$ cat src/rtl/id_dispatch_ctrl_if.sv
// Handshake bundle between the ID stage, the dispatch controller and ROB allocation.
// Transfer rule for both channels: a beat moves on a rising clock edge where
// valid and ready are both high. id_ready never looks at id_valid, and rob_valid
// never looks at rob_ready. A payload is only meaningful while its valid is high.
interface id_dispatch_ctrl_if #(
  parameter int PAYLOAD_W = 128
) ();
  logic                 id_valid;
  logic                 id_ready;
  logic [PAYLOAD_W-1:0] id_payload;
  logic                 id_br_undet;
  logic                 id_serialize;
  logic                 rob_valid;
  logic                 rob_ready;
  logic [PAYLOAD_W-1:0] rob_payload;
  logic                 rob_empty;
  logic                 br_resolve;
  logic                 serial_commit;

  // Environment side: ID producer plus ROB consumer and commit feedback.
  modport master (
    output id_valid, id_payload, id_br_undet, id_serialize,
    output rob_ready, rob_empty, br_resolve, serial_commit,
    input  id_ready, rob_valid, rob_payload
  );

  // Dispatch controller side.
  modport slave (
    input  id_valid, id_payload, id_br_undet, id_serialize,
    input  rob_ready, rob_empty, br_resolve, serial_commit,
    output id_ready, rob_valid, rob_payload
  );
endinterface

$ cat src/rtl/id_dispatch_ctrl.sv
// Dispatch controller between ID and ROB allocation: a small in-order queue,
// an undetermined-branch limiter and a serializer for CP0-write/ERET-class ops.
// fsm_state exposes the serializer state (0=RUN, 1=DRAIN, 2=WAIT).
module id_dispatch_ctrl #(
  parameter int DEPTH     = 4,
  parameter int PAYLOAD_W = 128,
  parameter int MAX_BR    = 4
) (
  input  logic                     clk,
  input  logic                     rst,
  input  logic                     flush,
  id_dispatch_ctrl_if.slave        bus,
  output logic [$clog2(DEPTH):0]   queue_count,
  output logic [2:0]               br_inflight,
  output logic [1:0]               fsm_state
);
  localparam int AW = $clog2(DEPTH);

  typedef enum logic [1:0] {
    RUN   = 2'd0,
    DRAIN = 2'd1,
    WAIT  = 2'd2
  } state_t;

  state_t               state, state_nxt;
  logic [AW:0]          wptr, rptr;
  logic [PAYLOAD_W-1:0] mem [DEPTH];
  logic [DEPTH-1:0]     ser_mem;
  logic                 full, empty, br_full, head_ser;
  logic                 push, pop, rob_valid_c;
  logic                 br_inc, br_dec;

  // The wrap bit separates full from empty when the indices match.
  assign full     = (wptr[AW-1:0] == rptr[AW-1:0]) && (wptr[AW] != rptr[AW]);
  assign empty    = (wptr == rptr);
  assign br_full  = (br_inflight == 3'(MAX_BR));
  assign head_ser = ser_mem[rptr[AW-1:0]];

  // A full queue refuses even on a popping cycle; no combinational pass-through.
  assign bus.id_ready    = rst & ~flush & ~full & ~(bus.id_br_undet & br_full);
  assign push            = bus.id_valid & bus.id_ready;
  assign pop             = rob_valid_c & bus.rob_ready;
  assign bus.rob_valid   = rob_valid_c;
  assign bus.rob_payload = empty ? '0 : mem[rptr[AW-1:0]];
  assign queue_count     = wptr - rptr;
  assign fsm_state       = state;

  assign br_inc = push & bus.id_br_undet;
  assign br_dec = bus.br_resolve & (br_inflight != 3'd0);

  // Serializer next state and the dispatch offer to the ROB.
  always_comb begin
    state_nxt   = state;
    rob_valid_c = 1'b0;
    if (flush) begin
      state_nxt = RUN;
    end else begin
      case (state)
        RUN: begin
          if (!empty) begin
            if (head_ser) state_nxt   = DRAIN;
            else          rob_valid_c = 1'b1;
          end
        end
        DRAIN: begin
          // The serializing head goes out only into an empty ROB.
          rob_valid_c = bus.rob_empty & ~empty;
          if (rob_valid_c && bus.rob_ready) state_nxt = WAIT;
        end
        WAIT: begin
          if (bus.serial_commit) state_nxt = RUN;
        end
        default: state_nxt = RUN;
      endcase
    end
  end

  // Serializer state register.
  always_ff @(posedge clk or negedge rst) begin
    if (!rst) state <= RUN;
    else      state <= state_nxt;
  end

  // Queue pointers; flush empties the queue in one edge.
  always_ff @(posedge clk or negedge rst) begin
    if (!rst) begin
      wptr <= '0;
      rptr <= '0;
    end else if (flush) begin
      wptr <= '0;
      rptr <= '0;
    end else begin
      if (push) wptr <= wptr + 1'b1;
      if (pop)  rptr <= rptr + 1'b1;
    end
  end

  // Entry storage: payload plus the serialize flag; contents need no reset.
  always_ff @(posedge clk) begin
    if (push) begin
      mem[wptr[AW-1:0]]     <= bus.id_payload;
      ser_mem[wptr[AW-1:0]] <= bus.id_serialize;
    end
  end

  // Undetermined-branch counter: queued plus dispatched, not yet resolved.
  always_ff @(posedge clk or negedge rst) begin
    if (!rst) begin
      br_inflight <= 3'd0;
    end else if (flush) begin
      br_inflight <= 3'd0;
    end else if (br_inc && !br_dec) begin
      br_inflight <= br_inflight + 3'd1;
    end else if (br_dec && !br_inc) begin
      br_inflight <= br_inflight - 3'd1;
    end
  end
endmodule

$ cat src/flat_wrapper.sv
// flat-port wrapper written by rule: the top's interface ports become plain ports
module id_dispatch_ctrl_flat 
#(
  parameter int DEPTH     = 4,
  parameter int PAYLOAD_W = 128,
  parameter int MAX_BR    = 4
)
  (clk, rst, flush, queue_count, br_inflight, fsm_state, bus_id_valid, bus_id_payload, bus_id_br_undet, bus_id_serialize, bus_rob_ready, bus_rob_empty, bus_br_resolve, bus_serial_commit, bus_id_ready, bus_rob_valid, bus_rob_payload);
  id_dispatch_ctrl_if #(.PAYLOAD_W(PAYLOAD_W)) bus_i ();
  input  logic clk;
  input  logic rst;
  input  logic flush;
  output logic [$clog2(DEPTH):0] queue_count;
  output logic [2:0] br_inflight;
  output logic [1:0] fsm_state;
  input wire logic [$bits(bus_i.id_valid)-1:0] bus_id_valid;
  input wire logic [$bits(bus_i.id_payload)-1:0] bus_id_payload;
  input wire logic [$bits(bus_i.id_br_undet)-1:0] bus_id_br_undet;
  input wire logic [$bits(bus_i.id_serialize)-1:0] bus_id_serialize;
  input wire logic [$bits(bus_i.rob_ready)-1:0] bus_rob_ready;
  input wire logic [$bits(bus_i.rob_empty)-1:0] bus_rob_empty;
  input wire logic [$bits(bus_i.br_resolve)-1:0] bus_br_resolve;
  input wire logic [$bits(bus_i.serial_commit)-1:0] bus_serial_commit;
  output wire logic [$bits(bus_i.id_ready)-1:0] bus_id_ready;
  output wire logic [$bits(bus_i.rob_valid)-1:0] bus_rob_valid;
  output wire logic [$bits(bus_i.rob_payload)-1:0] bus_rob_payload;
  assign bus_i.id_valid = bus_id_valid;
  assign bus_i.id_payload = bus_id_payload;
  assign bus_i.id_br_undet = bus_id_br_undet;
  assign bus_i.id_serialize = bus_id_serialize;
  assign bus_i.rob_ready = bus_rob_ready;
  assign bus_i.rob_empty = bus_rob_empty;
  assign bus_i.br_resolve = bus_br_resolve;
  assign bus_i.serial_commit = bus_serial_commit;
  assign bus_id_ready = bus_i.id_ready;
  assign bus_rob_valid = bus_i.rob_valid;
  assign bus_rob_payload = bus_i.rob_payload;
  id_dispatch_ctrl #(.DEPTH(DEPTH), .PAYLOAD_W(PAYLOAD_W), .MAX_BR(MAX_BR)) u_core (.clk(clk), .rst(rst), .flush(flush), .bus(bus_i), .queue_count(queue_count), .br_inflight(br_inflight), .fsm_state(fsm_state));
endmodule
$ cat config.mk
export PLATFORM = sky130hd
export DESIGN_NAME = id_dispatch_ctrl_flat
export DESIGN_NICKNAME = d
export VERILOG_FILES = /design/src/rtl/id_dispatch_ctrl_if.sv /design/src/rtl/id_dispatch_ctrl.sv /design/src/flat_wrapper.sv
export SDC_FILE = /design/constraint.sdc
export NUM_CORES = 1
export LEC_CHECK = 0
export ABC_AREA = 1
export CAP_MARGIN = 20
export CORE_ASPECT_RATIO = 1.5
export CORE_UTILIZATION = 55
export CTS_CLUSTER_DIAMETER = 50
export DETAILED_ROUTE_END_ITERATION = 12
export PLACE_DENSITY = 0.87
export SYNTH_ARGS = -nofsm -noshare
export SYNTH_HDL_FRONTEND = slang
export SYNTH_SLANG_ARGS = --single-unit
$ cat constraint.sdc
create_clock -name clk -period 9.7 [get_ports clk]
set_clock_uncertainty 0.1 [all_clocks]
set_input_delay 2.425 -clock clk [delete_from_list [all_inputs] [get_ports clk]]
set_output_delay 2.425 -clock clk [all_outputs]
set_load 0.05 [all_outputs]
==> results of run 1 <==
power by group:
group          switching [W]  internal (W)
clock network       0.000798       0.00104
logic                0.00125      0.000498
registers          0.0000419       0.00256
kinds of logic (layout without fill, tap and decap cells):
| logic type | count (synthesis) | count (layout) |
|---|---|---|
| other cells | 0 | 1 |
| flops | 527 | 527 |
| simple gates | 577 | 577 |
| compound gates | 399 | 399 |
| fa+ha+maj | 9 | 9 |
| buf+inv | 123 | 403 |
| xor+xnor | 2 | 2 |
worst max-delay path by stage:
stage | to | slack (ns) | cells after the start
3_5_place_dp | bus_id_ready | 2.56 | 6
6_report | bus_rob_payload[114] | 2.49 | 9
5_1_grt | bus_rob_payload[105] | 2.31 | 9
3_3_place_gp | bus_id_ready | 2.64 | 6
4_1_cts | bus_rob_payload[114] | 2.47 | 9
2_1_floorplan | u_core.mem[0][0] | 0.20 | 7
flip-flops by register name (all words and copies together) (netlist names):
name                cells
u_core.wptr             3
u_core.mem            512
u_core.fsm_state        2
u_core.br_inflight      3
u_core.rptr             3
u_core.ser_mem          4
through the flow:
stage,power [W],setup WS [ns],std cells
after global placement,0.00436,2.64,2311
after CTS,0.00621,2.47,2401
after global routing,0.00638,2.31,2401
final,0.00619,2.49,2402
after floorplan,0.00380,0.198,1637
after detailed placement,0.00439,2.56,2311
cells in the final DEF (no fill, tap or decap), drive strengths merged:
cell and instances:
clkbuf 59, nand3 12, a21oi 133, clkdlybuf4s50 275, edfxtp 516, nand2 38, clkinvlp 2, inv 26
o22ai 1, ha 7, nor2 523, bufinv 4, diode 1, xor2 2, clkinv 22, a31oi 1
o31ai 1, buf 15, nand4 4, o21ai 263, dfrtp 11, fa 2
routing by layer:
metal	up-vias	track usage, %	wire, um
met5	-	0	13
met4	2	12.7	2090
met3	129	4.24	3450
met2	640	43.4	24900
met1	6724	27.7	17100
li1	6279	-	-
final cells by class:
cell class / count / area (um2)
Multi-Input combinational cell: 987 / 4390
Tap cell: 484 / 606
Timing Repair Buffer: 290 / 2880
Fill cell: 2396 / 11600
Sequential cell: 527 / 15800
Inverter: 23 / 96.3
Antenna cell: 1 / 2.50
Clock inverter: 31 / 283
Clock buffer: 59 / 1260
critical path, cell delays in order (launching register included):
cell and delay [ns]:
dfrtp_4 0.49, inv_4 0.60, ha_1 0.25, nand2_1 0.06
inv_1 0.07, nand2_1 0.15, inv_4 0.63, buf_4 0.82
a21oi_1 0.22, clkdlybuf4s50_1 0.77
==> flow_metrics.py, run 1 <==
metrics = {
    "layout": {
        "stdcell_area_mm2": 0.0253,
        "nets": 2024,
        "areaGrowthSynthToFinish_pct": 22.4,
        "fin_util_pct": 68.5,
        "drive_above_1_share_pct": 5.01,
    },
    "detailed_routing": {
        "drtPass1Iterations": 5,
        "dr.first_iter.drc_count": 1327,
        "wire_per_inst_um": 19.8,
        "viasPerCell": 5.73,
        "num_vias": 13774,
        "postRouteAntennaNets": 0,
        "drt_wl_total_mm": 47.5,
        "remaining_drc_errors": 0,
    },
    "clocking": {
        "cts_max_path_buffers": 3,
        "cts_setup_buffers": 0,
        "clkSinkCount": 527,
        "worstSkewPairLatency_ns": 0.55,
        "cts-buffers-inserted": 48,
        "htree_levels": 2,
        "postCtsHoldBufs": 0,
        "clk_pin_slew_ns": 0.06,
        "cts_resized": 0,
        "cts_tree": "built",
        "root_buffer": "clkbuf_16",
    },
    "yosys": {
        "synth_edf_count": 516,
        "yosys.cell_count.top_type": "nor2_1",
        "synth_xor_area_share_pct": 0.0848,
        "synth-seq-cells": 527,
        "ys.flop_type": "edfxtp_1",
        "synth_compound_area_share_pct": 9.77,
        "yosysWarnings": 0,
        "synth-simple-area-share_pct": 10.6,
        "yosys-mux-area-fraction_pct": 0,
        "synth_common_cells": "nor2_1 (521), edfxtp_1 (516), o21ai_0 (262), a21oi_1 (133), clkbuf_1 (51)",
        "async_reset_ff_share_pct": 2.09,
        "synthesis.area_mm2": 0.0207,
        "synth_nets": 1784,
        "yosys.area.top_type": "edfxtp_1",
        "synth_top_family_by_area": "simple AND/OR/NAND/NOR gates",
        "syn_area_per_cell_um2": 12.6,
        "synth.area.top_cells": "edfxtp_1 (75%), nor2_1 (9.5%), o21ai_0 (6.3%), a21oi_1 (3.2%), dfrtp_1 (1.3%)",
        "ys_types": 24,
        "synth_cells": 1637,
        "yosysTopAreaCellShare_pct": 75.0,
        "synth-adder-area-share_pct": 0.618,
        "yosysSeqAreaShare_pct": 76.3,
    },
    "timing": {
        "drv_slew": 0,
        "max_freq_mhz": 139,
        "finalSetupTns_ns": 0,
        "maxSlewHeadroom_pct": 25.8,
        "finalCritPeriodShare_pct": 74.4,
        "rsz0062_at_grt": "no",
        "setup_viol": 0,
        "hold_violations": 0,
        "timing.hold.ws_ns": 0.424,
        "fin_crit_ns": 7.21,
        "tightestPinTransition_ns": 1.11,
    },
    "power_and_ir_drop": {
        "p_leak_nw": 8.53,
        "p_per_area_mw_per_mm2": 245,
        "peakVddDrop_uv": 279,
    },
    "placement": {
        "io_buffers": 275,
        "placed_cell_area_mm2": 0.0237,
        "gp_congestion": 0.760,
        "place_hpwl_mm": 26.5,
    },
    "global_route": {
        "grt_pass1_vias": 13668,
        "grt_max_degree": 158,
        "grt_overflow": 0,
        "gr-usage-all-layers_pct": 24.2,
        "grt_antenna_before_repair": 2,
        "grt_pass1_wl_mm": 71.5,
    },
    "die": {
        "die_w_um": 160,
        "dieArea_mm2": 0.0384,
        "core_mm2": 0.0369,
        "rows": 86,
        "ios": 276,
        "start_util_pct": 56.0,
        "die_y_um": 239,
    },
    "setup_path": {
        "cp.arrival_ns": 4.69,
        "path_class": "register to output pin",
        "timing.reg2reg.setup_slack_ns": 5.52,
        "start_kind": "register",
        "r2r_cells": 8,
        "r2r-end": "u_core.mem[0][103]",
        "r2r-start": "u_core.rptr[1]",
        "crit_required_ns": 7.18,
        "crit_start": "u_core.rptr[1]",
        "path_max_fanout": 66,
        "critPathCaptureType": "output pin",
    },
    "hold_path": {
        "min_to": "u_core.wptr[2]",
        "min_from": "u_core.wptr[2]",
        "hp-class": "register to register",
        "hold-path-cell-count": 1,
    },
    "run": {
        "cap_violations": 0,
    },
    "status": {
        "status": "completed",
    },
}
No activity file was read; power rests on OpenSTA's default activity.
==> inputs of run 2 (changes only) <==
--- a/config.mk
+++ b/config.mk
@@ -8,10 +8,10 @@
 export ABC_AREA = 1
 export CAP_MARGIN = 20
 export CORE_ASPECT_RATIO = 1.5
-export CORE_UTILIZATION = 55
+export CORE_UTILIZATION = 50
 export CTS_CLUSTER_DIAMETER = 50
 export DETAILED_ROUTE_END_ITERATION = 12
-export PLACE_DENSITY = 0.87
+export PLACE_DENSITY = 0.83
 export SYNTH_ARGS = -nofsm -noshare
 export SYNTH_HDL_FRONTEND = slang
 export SYNTH_SLANG_ARGS = --single-unit
==> constraint.sdc (replaced) <==
create_clock -name clk -period 6.3 [get_ports clk]
set_clock_uncertainty 0.1 [all_clocks]
set_input_delay 1.575 -clock clk [delete_from_list [all_inputs] [get_ports clk]]
set_output_delay 1.575 -clock clk [all_outputs]
set_load 0.05 [all_outputs]
==> run 2 against run 1 <==
Setup slack lost 1.9 ns; sequential power grew 53%; design area grew 0.64%.
==> flow_metrics.py, run 2 (same netlist as run 1, synthesis figures left out) <==
metrics = {
    "clocking": {
        "cts_resized": 0,
        "htree_levels": 2,
        "worstSkewPairLatency_ns": 0.55,
        "clkSinkCount": 527,
        "root_buffer": "clkbuf_16",
        "clk_pin_slew_ns": 0.06,
        "cts_tree": "built",
        "postCtsHoldBufs": 0,
        "cts-buffers-inserted": 48,
        "cts_setup_buffers": 0,
        "cts_max_path_buffers": 3,
    },
    "setup_path": {
        "r2r-start": "u_core.rptr[1]",
        "crit_required_ns": 4.62,
        "crit_family": "buffers and inverters",
        "critPathCaptureType": "output pin",
        "crit_start": "u_core.rptr[1]",
        "cp.arrival_ns": 4.06,
        "r2r-end": "u_core.mem[1][114]",
        "timing.reg2reg.setup_slack_ns": 2.70,
        "slowest_stage": "dfrtp_4",
        "path_class": "register to output pin",
        "endpoint": "bus_rob_payload[50]",
        "cp_cell_sequence": "inv_4, ha_1, nand2_1, inv_1, nand2_1, inv_4, buf_4, a21oi_1, clkdlybuf4s50_1",
        "path_max_fanout": 64,
        "r2r_cells": 8,
        "slowest_delay_ns": 1.01,
        "crit_buf_inv": 5,
        "cp.depth": 9,
        "start_kind": "register",
    },
    "die": {
        "start_util_pct": 51.0,
        "ios": 276,
        "die_w_um": 168,
        "rows": 90,
        "dieArea_mm2": 0.0422,
        "die_y_um": 251,
        "core_mm2": 0.0405,
    },
    "global_route": {
        "grt_overflow": 0,
        "grt_pass1_wl_mm": 73.8,
        "grt_antenna_before_repair": 9,
        "grt_max_degree": 143,
        "gr-usage-all-layers_pct": 22.7,
        "grt_pass1_vias": 13529,
    },
    "layout": {
        "largest_reg_flops": 512,
        "final_cells": 2435,
        "drive_above_1_share_pct": 5.41,
        "fin_util_pct": 62.8,
        "final_common_cell": "nor2_1",
        "layout_common_cells": "nor2_1 (518), edfxtp_1 (516), clkdlybuf4s50_1 (275)",
        "areaGrowthSynthToFinish_pct": 23.2,
        "nets": 2030,
    },
    "timing": {
        "max_freq_mhz": 174,
        "finalSetupTns_ns": 0,
        "setup_viol": 0,
        "maxSlewHeadroom_pct": 36.7,
        "tightestPinTransition_ns": 0.950,
        "rsz0062_at_grt": "no",
        "drv_slew": 0,
        "finalCritPeriodShare_pct": 91.1,
        "hold_violations": 0,
        "fin_crit_ns": 5.74,
        "timing.hold.ws_ns": 0.426,
    },
    "detailed_routing": {
        "dr.first_iter.drc_count": 1164,
        "postRouteAntennaNets": 0,
        "drtPass1Iterations": 5,
        "num_vias": 13696,
        "drt_wl_total_mm": 48.4,
        "wire_per_inst_um": 19.9,
        "remaining_drc_errors": 0,
        "viasPerCell": 5.62,
    },
    "power_and_ir_drop": {
        "p_leak_nw": 8.58,
        "p_per_area_mw_per_mm2": 372,
        "peakVddDrop_uv": 302,
        "finalPower_w": 0.00948,
    },
    "hold_path": {
        "hp-class": "register to register",
    },
    "run": {
        "cap_violations": 0,
    },
    "placement": {
        "place_hpwl_mm": 26.8,
        "io_buffers": 275,
        "gp_congestion": 0.807,
        "dpl.cell_count": 2339,
    },
    "status": {
        "status": "completed",
    },
}
## run 2: layout make-up
class / count / area (um2)
Antenna cell: 6 / 15.0
Clock buffer: 60 / 1270
Clock inverter: 30 / 219
Fill cell: 2940 / 15100
Inverter: 23 / 96.3
Multi-Input combinational cell: 987 / 4390
Sequential cell: 527 / 15800
Tap cell: 506 / 633
Timing Repair Buffer: 296 / 3060
## run 2: worst min path at each step
stage	to	slack (ns)	depth (start not counted)	from
2_1_floorplan	u_core.wptr[2]	0.38	1	u_core.wptr[2]
3_3_place_gp	u_core.wptr[2]	0.41	1	u_core.wptr[2]
3_5_place_dp	u_core.wptr[2]	0.41	1	u_core.wptr[2]
4_1_cts	u_core.wptr[2]	0.42	1	u_core.wptr[2]
5_1_grt	u_core.wptr[2]	0.47	1	u_core.wptr[2]
6_report	u_core.wptr[2]	0.43	1	u_core.wptr[2]
## run 2: worst register-to-register path, stage by stage (launching register included)
cell and delay, ns:
dfrtp_4 1.01, inv_4 0.08, ha_1 0.33, nand2_1 0.09, nor2_1 0.06, nor2_2 0.17
nand2_1 0.30, nor2_4 0.72, buf_4 0.42
## run 2: report_power, final
group / internal [W] / switching (W) / total, W
clock: 0.00152 / 0.00123 / 0.00275
sequential: 0.00394 / 0.0000568 / 0.00399
combinational: 0.000804 / 0.00192 / 0.00273
## run 2: per-stage QoR
stage,instance area [um2],setup WS [ns]
finish,25500,0.563
global route,25500,0.355
CTS,25400,0.543
detailed placement,24000,0.914
global placement,24000,0.938
floorplan,20700,-0.255
## run 2: routing by layer
layer,track usage (%),wire length (um),up-vias
li1,-,-,6307
met1,27.1,18000,6661
met2,39.5,25200,603
met3,4.17,3440,119
met4,10.8,1730,6
met5,0,41,-
==> inputs of run 3 (changes only) <==
--- a/config.mk
+++ b/config.mk
@@ -8,9 +8,11 @@
 export ABC_AREA = 1
 export CAP_MARGIN = 20
 export CORE_ASPECT_RATIO = 1.5
+export CORE_MARGIN = 3
 export CORE_UTILIZATION = 50
 export CTS_CLUSTER_DIAMETER = 50
 export DETAILED_ROUTE_END_ITERATION = 12
+export HOLD_SLACK_MARGIN = 0.05
 export PLACE_DENSITY = 0.83
 export SYNTH_ARGS = -nofsm -noshare
 export SYNTH_HDL_FRONTEND = slang
==> run 3 against run 2 <==
Final cell count about the same; design area up 0.52%; hold slack better by 0.0059 ns; count of clock-buffer cells in the layout down 6; global-route usage down 1.3 points; setup slack better by 0.058 ns; core utilization up 0.32 points; register-to-register slack better by 0.53 ns; sequential cell count unchanged; largest cell class unchanged.
==> flow_metrics.py, run 3 (same netlist as run 1, synthesis figures left out) <==
metrics = {
    "status": {
        "status": "completed",
    },
    "setup_path": {
        "cp.arrival_ns": 4.00,
        "crit_buf_inv": 3,
        "crit_required_ns": 4.62,
        "crit_family": "buffers and inverters",
        "cp_cell_sequence": "buf_4, buf_4, nor2_1, nor2_1, o21ai_0, a21oi_1, clkdlybuf4s50_1",
        "path_max_fanout": 77,
        "critPathCaptureType": "output pin",
        "slowest_stage": "clkdlybuf4s50_1",
        "start_kind": "register",
        "path_class": "register to output pin",
        "slowest_delay_ns": 0.87,
    },
    "detailed_routing": {
        "drtPass1Iterations": 5,
        "drt_wl_total_mm": 48.7,
        "dr.first_iter.drc_count": 1178,
        "wire_per_inst_um": 20.0,
        "postRouteAntennaNets": 0,
        "remaining_drc_errors": 0,
        "num_vias": 13654,
        "viasPerCell": 5.61,
    },
    "clocking": {
        "worstSkewPairLatency_ns": 0.55,
        "cts_max_path_buffers": 3,
        "root_buffer": "clkbuf_16",
        "cts_setup_buffers": 0,
        "cts-buffers-inserted": 48,
        "clk_pin_slew_ns": 0.07,
        "cts_resized": 0,
        "clkSinkCount": 527,
        "cts_tree": "built",
        "postCtsHoldBufs": 0,
        "htree_levels": 2,
    },
    "timing": {
        "finalSetupTns_ns": 0,
        "rsz0062_at_grt": "no",
        "maxSlewHeadroom_pct": 35.0,
        "setup_viol": 0,
        "hold_violations": 0,
        "timing.hold.ws_ns": 0.432,
        "finalCritPeriodShare_pct": 90.1,
        "fin_crit_ns": 5.68,
        "max_freq_mhz": 176,
        "tightestPinTransition_ns": 0.974,
        "drv_slew": 0,
    },
    "die": {
        "die_w_um": 172,
        "dieArea_mm2": 0.0439,
        "die_y_um": 255,
        "ios": 276,
        "start_util_pct": 51.0,
        "core_mm2": 0.0405,
        "rows": 90,
    },
    "layout": {
        "nFillCells": 2831,
        "nets": 2034,
        "layout_common_cells": "nor2_1 (518), edfxtp_1 (516), clkdlybuf4s50_1 (275)",
        "final_common_cell": "nor2_1",
        "stdcell_area_mm2": 0.0256,
        "areaGrowthSynthToFinish_pct": 23.8,
        "drive_above_1_share_pct": 5.56,
        "largest_reg_flops": 512,
    },
    "power_and_ir_drop": {
        "p_leak_nw": 8.64,
        "p_per_area_mw_per_mm2": 379,
        "peakVddDrop_uv": 267,
    },
    "global_route": {
        "gr-usage-all-layers_pct": 21.4,
        "grt_pass1_vias": 13801,
        "grt_use_met3_pct": 4.09,
        "grtUsageMet1_pct": 24.6,
        "grt_antenna_before_repair": 7,
        "grt-busiest-layer": "met2",
        "grt_max_degree": 132,
        "use_met2_pct": 37.9,
        "grt_overflow": 0,
        "grt_pass1_wl_mm": 72.8,
    },
    "run": {
        "cap_violations": 0,
    },
    "hold_path": {
        "hp-class": "register to register",
    },
    "placement": {
        "placed_cell_area_mm2": 0.0240,
        "io_buffers": 275,
        "gp_congestion": 0.761,
        "place_hpwl_mm": 27.4,
    },
}
[run 3: final timing paths]
kind / start / to / slack [ns] / cells past startpoint
worst max-delay path: u_core.rptr[0] / bus_rob_payload[51] / 0.62 / 7
worst min-delay path: u_core.wptr[2] / u_core.wptr[2] / 0.43 / 1
worst max register to register: u_core.rptr[0] / u_core.mem[1][16] / 3.23 / 7
worst min register to register: u_core.wptr[2] / u_core.wptr[2] / 0.43 / 1
max in group asynchronous: rst / u_core.rptr[1] / 4.70 / 2
min in group asynchronous: rst / u_core.fsm_state[0] / 1.22 / 2
[run 3: power by group]
group | internal (W) | leakage [nW] | total [W] | switching, W
sequential | 0.00394 | 4.80 | 0.00397 | 0.0000380
clock | 0.00176 | 0.785 | 0.00297 | 0.00121
combinational | 0.000798 | 3.05 | 0.00276 | 0.00196
total | 0.00649 | 8.64 | 0.00971 | 0.00322
[run 3: routing by layer]
layer / routed length, um / up-vias
li1: - / 6311
met1: 17700 / 6643
met2: 25700 / 582
met3: 3400 / 112
met4: 1830 / 6
met5: 32 / -
[run 3: final cells by class]
type	instances	area, um2	area share, %
Sequential cell	527	15800	61.7
Multi-Input combinational cell	987	4390	17.2
Timing Repair Buffer	300	3050	11.9
Clock buffer	54	1240	4.86
Tap cell	506	633	2.47
Clock inverter	34	383	1.50
Inverter	23	96.3	0.376
Antenna cell	5	12.5	0.0489
[run 3: per-stage QoR]
step	setup WS [ns]	cells	power [W]	utilization [%]
after CTS	0.634	2431	0.00976	63.1
after global placement	1.06	2343	0.00675	59.1
final	0.621	2436	0.00971	63.1
after global routing	0.509	2435	0.0101	63.1
after floorplan	-0.255	1637	0.00584	-
after detailed placement	1.08	2343	0.00681	59.1
